### src/rtl/alu_cmd_sequencer.sv
// Command-side initiator for a registered ALU: accepts one operation per handshake,
// waits out the ALU latency, captures the result and holds it on a valid/ready port.
module alu_cmd_sequencer #(
    parameter int WIDTH   = 16,
    parameter int FUN_W   = 4,
    parameter int ALU_LAT = 1,
    parameter int CNT_W   = 16
) (
    input  logic             clk,
    input  logic             rst,
    input  logic             cmd_valid,
    output logic             cmd_ready,
    input  logic [WIDTH-1:0] cmd_a,
    input  logic [WIDTH-1:0] cmd_b,
    input  logic [FUN_W-1:0] cmd_fun,
    output logic [WIDTH-1:0] alu_a,
    output logic [WIDTH-1:0] alu_b,
    output logic [FUN_W-1:0] alu_fun,
    input  logic [WIDTH-1:0] alu_out,
    input  logic             alu_c_out,
    input  logic [3:0]       alu_flags,
    output logic             res_valid,
    input  logic             res_ready,
    output logic [WIDTH-1:0] res_data,
    output logic             res_c_out,
    output logic [3:0]       res_flags,
    output logic [FUN_W-1:0] res_fun,
    output logic             res_err,
    output logic             busy,
    output logic [CNT_W-1:0] op_count
);

    localparam int LAT_W = (ALU_LAT < 1) ? 1 : $clog2(ALU_LAT + 1);

    typedef enum logic [1:0] {
        IDLE,
        WAIT,
        RESP
    } state_t;

    state_t           state_q,     state_d;
    logic [LAT_W-1:0] lat_cnt_q,   lat_cnt_d;
    logic [WIDTH-1:0] alu_a_q,     alu_a_d;
    logic [WIDTH-1:0] alu_b_q,     alu_b_d;
    logic [FUN_W-1:0] alu_fun_q,   alu_fun_d;
    logic             res_valid_q, res_valid_d;
    logic [WIDTH-1:0] res_data_q,  res_data_d;
    logic             res_c_out_q, res_c_out_d;
    logic [3:0]       res_flags_q, res_flags_d;
    logic [FUN_W-1:0] res_fun_q,   res_fun_d;
    logic             res_err_q,   res_err_d;
    logic [CNT_W-1:0] op_count_q,  op_count_d;
    logic             multi_flag;

    // Clearing the lowest set bit leaves something only if two or more bits were set.
    assign multi_flag = (alu_flags & (alu_flags - 4'd1)) != 4'd0;

    always_comb begin
        state_d     = state_q;
        lat_cnt_d   = lat_cnt_q;
        alu_a_d     = alu_a_q;
        alu_b_d     = alu_b_q;
        alu_fun_d   = alu_fun_q;
        res_valid_d = res_valid_q;
        res_data_d  = res_data_q;
        res_c_out_d = res_c_out_q;
        res_flags_d = res_flags_q;
        res_fun_d   = res_fun_q;
        res_err_d   = res_err_q;
        op_count_d  = op_count_q;
        case (state_q)
            IDLE: begin
                if (cmd_valid) begin
                    alu_a_d   = cmd_a;
                    alu_b_d   = cmd_b;
                    alu_fun_d = cmd_fun;
                    res_fun_d = cmd_fun;
                    lat_cnt_d = LAT_W'(ALU_LAT);
                    state_d   = WAIT;
                end
            end
            WAIT: begin
                if (lat_cnt_q != '0) begin
                    lat_cnt_d = lat_cnt_q - LAT_W'(1);
                end else begin
                    res_data_d  = alu_out;
                    res_c_out_d = alu_c_out;
                    res_flags_d = alu_flags;
                    res_err_d   = multi_flag;
                    res_valid_d = 1'b1;
                    state_d     = RESP;
                end
            end
            RESP: begin
                if (res_ready) begin
                    res_valid_d = 1'b0;
                    op_count_d  = op_count_q + CNT_W'(1);
                    state_d     = IDLE;
                end
            end
            default: state_d = IDLE;
        endcase
    end

    always_ff @(posedge clk or posedge rst) begin
        if (rst) begin
            state_q     <= IDLE;
            lat_cnt_q   <= '0;
            alu_a_q     <= '0;
            alu_b_q     <= '0;
            alu_fun_q   <= '0;
            res_valid_q <= 1'b0;
            res_data_q  <= '0;
            res_c_out_q <= 1'b0;
            res_flags_q <= '0;
            res_fun_q   <= '0;
            res_err_q   <= 1'b0;
            op_count_q  <= '0;
        end else begin
            state_q     <= state_d;
            lat_cnt_q   <= lat_cnt_d;
            alu_a_q     <= alu_a_d;
            alu_b_q     <= alu_b_d;
            alu_fun_q   <= alu_fun_d;
            res_valid_q <= res_valid_d;
            res_data_q  <= res_data_d;
            res_c_out_q <= res_c_out_d;
            res_flags_q <= res_flags_d;
            res_fun_q   <= res_fun_d;
            res_err_q   <= res_err_d;
            op_count_q  <= op_count_d;
        end
    end

    // Ready is gated by rst so nothing can be accepted while reset is held.
    assign cmd_ready = (state_q == IDLE) && !rst;
    assign busy      = (state_q != IDLE);
    assign alu_a     = alu_a_q;
    assign alu_b     = alu_b_q;
    assign alu_fun   = alu_fun_q;
    assign res_valid = res_valid_q;
    assign res_data  = res_data_q;
    assign res_c_out = res_c_out_q;
    assign res_flags = res_flags_q;
    assign res_fun   = res_fun_q;
    assign res_err   = res_err_q;
    assign op_count  = op_count_q;

endmodule

### config.mk
export PLATFORM = sky130hd
export DESIGN_NAME = alu_cmd_sequencer
export DESIGN_NICKNAME = d
export VERILOG_FILES = /design/src/rtl/alu_cmd_sequencer.sv
export SDC_FILE = /design/constraint.sdc
export NUM_CORES = 1
export LEC_CHECK = 0
export CAP_MARGIN = 20
export CORE_MARGIN = 5
export CORE_UTILIZATION = 30
export CTS_BUF_LIST = sky130_fd_sc_hd__clkbuf_16
export DETAILED_ROUTE_END_ITERATION = 10
export GPL_ROUTABILITY_DRIVEN = 0
export HOLD_SLACK_MARGIN = 0.15
export PLACE_DENSITY = 0.67
export SLEW_MARGIN = 0
export SYNTH_ARGS = -nofsm -noshare
export SYNTH_HDL_FRONTEND = slang
export SYNTH_SLANG_ARGS = --single-unit
### constraint.sdc
create_clock -name clk -period 3.7 [get_ports clk]
set_input_delay 0.74 -clock clk [delete_from_list [all_inputs] [get_ports clk]]
set_output_delay 0.74 -clock clk [all_outputs]
set_load 0.02 [all_outputs]
# After elaboration in Yosys (flattened, before gate mapping)
# Cells that the tools add are included.
# W data, S select, Z words.
# totals
ff_bits,78
out_inout_bits,81
# classes
add_sub_neg,3
n_eq_ne,5
muxes,10
bitwise,2
reduce_logical,13
# op_table
op,n
$add A16 B1 Y16 const B,1
$reduce_and A2 Y1,4
$mux W2,3
$ne A2 B2 Y1 const B,3
$pmux W2 S3,1
$reduce_and A3 Y1,2
$reduce_bool A2 Y1,3
$and A4 B4 Y4,1
$mux W1,4
$pmux W1 S2,2
$reduce_bool A4 Y1,1
$sub A4 B1 Y4 const B,1
$eq A2 B1 Y1 const B,1
$eq A2 B2 Y1 const B,1
$logic_not A2 Y1,1
$logic_and A1 B1 Y1,1
$logic_not A1 Y1,1
$not A1 Y1,1
$sub A1 B1 Y1 const B,1

# Longest topological paths before layout
# Gate-level depths: netlist of the first run.
# depth
word_depth,3
mapped_depth,6
mapped_depth_nobuf,4

# Worst setup path after synthesis of the first run
# Ideal clock, no wire load.
# synth_timing
path_kind,register -> output
start,reg state_q[0]
end,out cmd_ready
arrival_time_ps,1083
t_required_ps,2960
slack_ps,1877
stages_incl_launch_ff,4
path_cell_list,dfrtp_1 > buf_6 > or2_4 > nor2_1
# synth_via
elab_chain_cells,2
# synth_lines
item,line,rtl
"start, declared",41,"state_t state_q, state_d;"
"start signal, assigned",120,state_q <= state_d;
$logic_not A2 Y1,136,assign cmd_ready = (state_q == IDLE) && !rst;
$logic_and A1 B1 Y1,136,
"end, declared",12,"output logic cmd_ready,"
# No other way between the ends.

# Final worst setup path of the first run
# layout_timing
start,in rst
end,out cmd_ready
# layout_via
elab_chain_cells,2
# layout_lines
item,line,rtl
"start, declared",10,"input logic rst,"
$logic_not A1 Y1,136,
$logic_and A1 B1 Y1,136,
# No other way between the ends.

==> out/qor.csv, run 1 <==
metric,value,unit
setup TNS,0,ns
setup bufs post-CTS,0,
number of enable flip-flop cells after synthesis,0,
Syn Inst Count,255,
final setup violation count,0,
met3 usage,0.05074,
maximum VDD drop,366.3,uV
worst-skew pair later-pin latency,0.33,ns
warnings from Yosys,0,
DR vias/cell,4.299,
normalized max-slew margin,0.4422,
TritonCTS clock tree,yes,
share of the yosys chip area belonging to registers,0.5995,
Hold/Removal Path Class,register to register,
Starting Density,0.3030,
Arrival @ worst endpoint,1.89,ns
core box area,10750,um2
synth top area cells,"dfrtp_1 (60%), mux2_4 (14%), nand2_1 (8.6%), xnor2_1 (3.5%), mux2_2 (2.4%)",
Die H,114.2,um
met2 Use GR,0.1920,
vias in the first global route,2513,
nets,458,
Worst-path clk slew,0.06,ns
Synth Register Bits,78,
GRT Residual Overflow,0,
GR Layer Usage met1,0.1461,
peak fanout along the critical path,2,
Yosys top cell by area,dfrtp_1,
Comb power frac,0.464,
ys flop type,dfrtp_1,
# clock sinks,78,
GRT busiest layer,met2,
first-pass GRT wire length,12500,um
critical path class,input port to output port,
final hold violation count,0,
TritonRoute pass-1 iters,4,
Routed WL,7914,um
Startpoint Class,input port,
detailed placer's ending HPWL,5735,um
syn avg cell area,12.77,um2
"Async S/R FF share, synth",1.000,
Int Pwr,0.002901,W
"Slew Viols, Final",0,
CP endpoint kind,output port,
outcome,finished clean,
Max Buffers Root-to-Sink,2,
CTS Root Cell,clkbuf_16,
Max-Cap Viols,0,
Max Clk Rate,379.7,MHz
Period minus WS final,2.634,ns
Syn Nets,317,
CTS buffer count,9,
Via Count,2326,
ANT cells,0,
ANT nets after route,0,
RSZ-0062 raised after global routing,no,
Mapped Area,3256,um2
row count,38,
# fillers,1018,
Die Area,13040,um2
top-area cell type share of the netlist area,0.5995,
"most common cell after layout, fill and taps aside",clkdlybuf4s50_1,
post-cts sizing count,0,
layout cell share with drive strength beyond 1,0.1471,
drt drc,0,
"Req. time, crit path",2.96,ns
Avg WL per Cell,14.63,um
PwrDens,881.1,nW/um2
multi-input combinational cell area,1164,um2
H-tree depth,3,
Area Growth Syn to Fin,55.80,%
cell area after layout,5072,um2
First DRT Iteration DRCs,73,
Leakage Power,2.250,nW
Synth cell types,29,
hold_ws,0.4742,ns
final worst-path cycle share,0.7118,
P_sw,0.001569,W
GRT Total Usage,0.1203,
antenna violations before repair,0,
sequential power share,0.325,
Slew @ Worst Pin,0.8367,ns
die width,114.2,um
Post-CTS Hold Buffers,0,
Port Buffers,141,
DP Area,4730,um2
Sw Ratio,0.3510,
IO Pins,142,
most frequent cells in the layout,"clkdlybuf4s50_1 (141), dfrtp_1 (78), nand2_1 (75), mux2_4 (30), xnor2_1 (13)",
Register Area,1952,um2
largest net degree at the start of global routing,59,
Clock power frac,0.212,
Final Skew,0.005630,ns
-- path summary, 6_finish.rpt --
check                       startpoint     endpoint  slack (ns)  depth (start not counted)
setup / recovery                   rst    cmd_ready        1.07                          3
hold / removal             res_data[8]  res_data[8]        0.47                          2
setup reg to reg            state_q[0]    alu_b[11]        1.69                          3
hold reg to reg            res_data[8]  res_data[8]        0.47                          2
max in group asynchronous          rst     alu_a[3]        2.23                          4
min in group asynchronous          rst    alu_a[13]        0.78                          2
-- critical path, cell delays in order --
cell	delay, ns
clkdlybuf4s50_1	0.44
nor2_1	0.11
clkdlybuf4s50_1	0.60
-- per-stage QoR --
step	utilization	worst slack (ns)	cells	total power, W
global route	0.4721	1.025	541	0.004718
finish	0.4721	1.066	541	0.004469
global placement	0.4401	1.059	524	0.003515
floorplan	-	0.9650	255	0.002647
CTS	0.4702	1.064	540	0.004540
detailed placement	0.4401	1.069	524	0.003561
-- flip-flops by register name (all words and copies together), names as in the netlist, 2 cells and up --
register and count:
state_q 2, alu_a 16, res_fun 4, alu_b 16, op_count 16, res_flags 4
res_data 16
-- synth_stat cells, drive strengths merged, types with 3 or more instances --
master  instances
nand2          75
buf            10
mux2           37
inv             3
nor2            6
clkbuf          4
dfrtp          78
nand3           6
o21ai           3
nand4           3
xnor2          13
-- routing by layer --
layer	wire, um	part of all wire	vias up
li1	-	-	1108
met1	3461	0.44	1110
met2	3603	0.46	96
met5	0	0	-
met3	719	0.091	12
met4	129	0.016	0
-- power groups by stage --
stage	clock network (W)	registers, W	logic, W
2_1_floorplan	0	0.00185	0.000800
3_3_place_gp	0	0.00145	0.00206
3_5_place_dp	0	0.00146	0.00210
4_1_cts	0.000978	0.00146	0.00211
5_1_grt	0.00101	0.00150	0.00220
6_report	0.000946	0.00145	0.00207
-- final cells by class --
class | instances | share of cell area
timing repair buffer | 144 | 0.2852
clock buffer | 9 | 0.04440
clock inverter | 7 | 0.01924
inverter | 3 | 0.002467
multi-input combinational | 160 | 0.2294
sequential | 78 | 0.3848
tap | 140 | 0.03453
-- cell families (layout without fill, tap and decap cells) --
logic type,count (synthesis),in the layout,share of synthesized area
simple gates,99,99,0.1345
flops,78,78,0.5995
mux,38,38,0.1656
buf+inv,17,163,0.04304
xor+xnor,15,15,0.04035
compound gates,6,6,0.009992
fa+ha+maj,2,2,0.006917
Power figures use the tool's default switching activity.
==> run 2: changes to the inputs <==
clock period = 2.7 ns   (was 3.7 ns; I/O delays follow)
==> run 2 against run 1 <==
Net effect:
- clock power increased by 9%
- via count grew 1.5%
- die area stayed put
- worst hold slack worse by 0.0032 ns
- clock-buffer cell count unchanged
- wire length shrank 1.2%
- sequential share of layout area rose by 0.47 points
- cell count decreased by 0.18%
- sequential power is 36% higher
- design area shrank 1.2%
- utilization fell by 0.57 points
- global-route usage up 0.43 points
- largest cell class unchanged
- largest power group unchanged
==> out/qor.csv, run 2 (synthesized netlist as in run 1, its figures left out) <==
metric,value,unit
outcome,finished clean,
Cells after DPL,525,
Max Buffers Root-to-Sink,2,
RSZ-0062 raised after global routing,no,
CTS buffer count,9,
"most common cell after layout, fill and taps aside",clkdlybuf4s50_1,
CTS Root Cell,clkbuf_16,
Die H,114.2,um
GRT Total Usage,0.1246,
maximum VDD drop,457.3,uV
cell area after layout,5011,um2
Arrival @ worst endpoint,1.81,ns
PwrDens,1170,nW/um2
normalized max-slew margin,0.4464,
slowest cell delay on critical path,0.61,ns
H-tree depth,3,
reg2reg end,alu_a[15],
CP endpoint kind,output port,
TritonCTS clock tree,yes,
DR vias/cell,4.374,
setup bufs post-CTS,0,
critical path class,register to output port,
Critical-path top delay cell,clkdlybuf4s50_1,
Area Growth Syn to Fin,53.92,%
Hold EP,res_data[12],
Port Buffers,141,
drt drc,0,
final hold violation count,0,
crit path cell chain,or2_4 -> nor2_1 -> clkdlybuf4s50_1,
Post-Layout Cell Count,540,
ANT nets after route,0,
GR Layer Usage met1,0.1566,
GRT busiest layer,met2,
first-pass GRT wire length,12680,um
Max Clk Rate,424.8,MHz
peak fanout along the critical path,9,
core box area,10750,um2
IO Pins,142,
antenna violations before repair,0,
DP Area,4762,um2
Startpoint Class,register,
setup TNS,0,ns
detailed placer's ending HPWL,5787,um
# clock sinks,78,
Period minus WS final,2.354,ns
# fillers,1030,
met3 usage,0.05444,
most frequent cells in the layout,"clkdlybuf4s50_1 (141), dfrtp_1 (78), nand2_1 (75), mux2_4 (30), xnor2_1 (13)",
final setup violation count,0,
hold_ws,0.4710,ns
Routed WL,7816,um
First DRT Iteration DRCs,112,
Starting Density,0.3030,
Post-CTS Hold Buffers,0,
Leakage Power,2.234,nW
RR Startpoint,state_q[0],
Die Area,13040,um2
worst-skew pair later-pin latency,0.33,ns
hold path cells,2,
TritonRoute pass-1 iters,4,
Slew @ Worst Pin,0.8283,ns
Layout Utilization,0.4663,
post-cts sizing count,0,
largest net degree at the start of global routing,39,
nets,458,
"Slew Viols, Final",0,
ANT cells,0,
layout cell share with drive strength beyond 1,0.1350,
Max-Cap Viols,0,
Via Count,2362,
"Req. time, crit path",2.16,ns
met2 Use GR,0.1916,
R2R Setup Slk,1.04,ns
Worst R2R Path Depth,4,
Worst-path clk slew,0.05,ns
Hold Crit Start,res_data[12],
final worst-path cycle share,0.8719,
die width,114.2,um
Avg WL per Cell,14.47,um
Final Skew,0.006694,ns
row count,38,
vias in the first global route,2449,
Hold/Removal Path Class,register to register,
GRT Residual Overflow,0,
-- run 2: critical path, delay by kind of cell, from the launching register on --
kind                   cells  cell delay [ns]
flip-flops                 1             0.46
AND/OR/NAND/NOR            2             0.42
buffers and inverters      1             0.61
-- run 2: how the worst max path moves through the flow --
| stage | start | to | slack [ns] | cells after the start |
|---|---|---|---|---|
| 6_report | state_q[0] | cmd_ready | 0.35 | 3 |
| 5_1_grt | state_q[0] | cmd_ready | 0.25 | 3 |
| 4_1_cts | state_q[0] | cmd_ready | 0.32 | 3 |
| 3_5_place_dp | rst | cmd_ready | 0.46 | 3 |
| 3_3_place_gp | rst | cmd_ready | 0.45 | 3 |
| 2_1_floorplan | rst | alu_a[0] | 0.16 | 1 |
-- run 2: final cells by class --
class,instances,area (um2),area share
clock inverters,6,23.77,0.004744
flip-flops and latches,78,1952,0.3895
multi-input cells,160,1164,0.2322
clock buffers,9,225.2,0.04494
inverters,3,12.51,0.002497
well taps,140,175.2,0.03496
repair buffers,144,1459,0.2911
-- run 2: report_power, final --
group | internal, W | switching (W) | leakage (nW)
clock network | 0.000598 | 0.000428 | 0.134
registers | 0.00167 | 0.000305 | 0.956
logic | 0.00151 | 0.00136 | 1.14
total | 0.00378 | 0.00209 | 2.23
-- run 2: per-layer routing --
| metal | share of wire | routed length (um) |
|---|---|---|
| met2 | 0.46 | 3584 |
| met1 | 0.44 | 3403 |
| met4 | 0.017 | 133 |
| met5 | 0 | 0 |
| met3 | 0.089 | 693 |
-- run 2: metrics by stage --
step,power (W),setup WS [ns]
6_report,0.005864,0.3459
5_1_grt,0.006235,0.2462
4_1_cts,0.005972,0.3210
3_5_place_dp,0.004894,0.4563
3_3_place_gp,0.004834,0.4483
2_1_floorplan,0.003627,0.1650
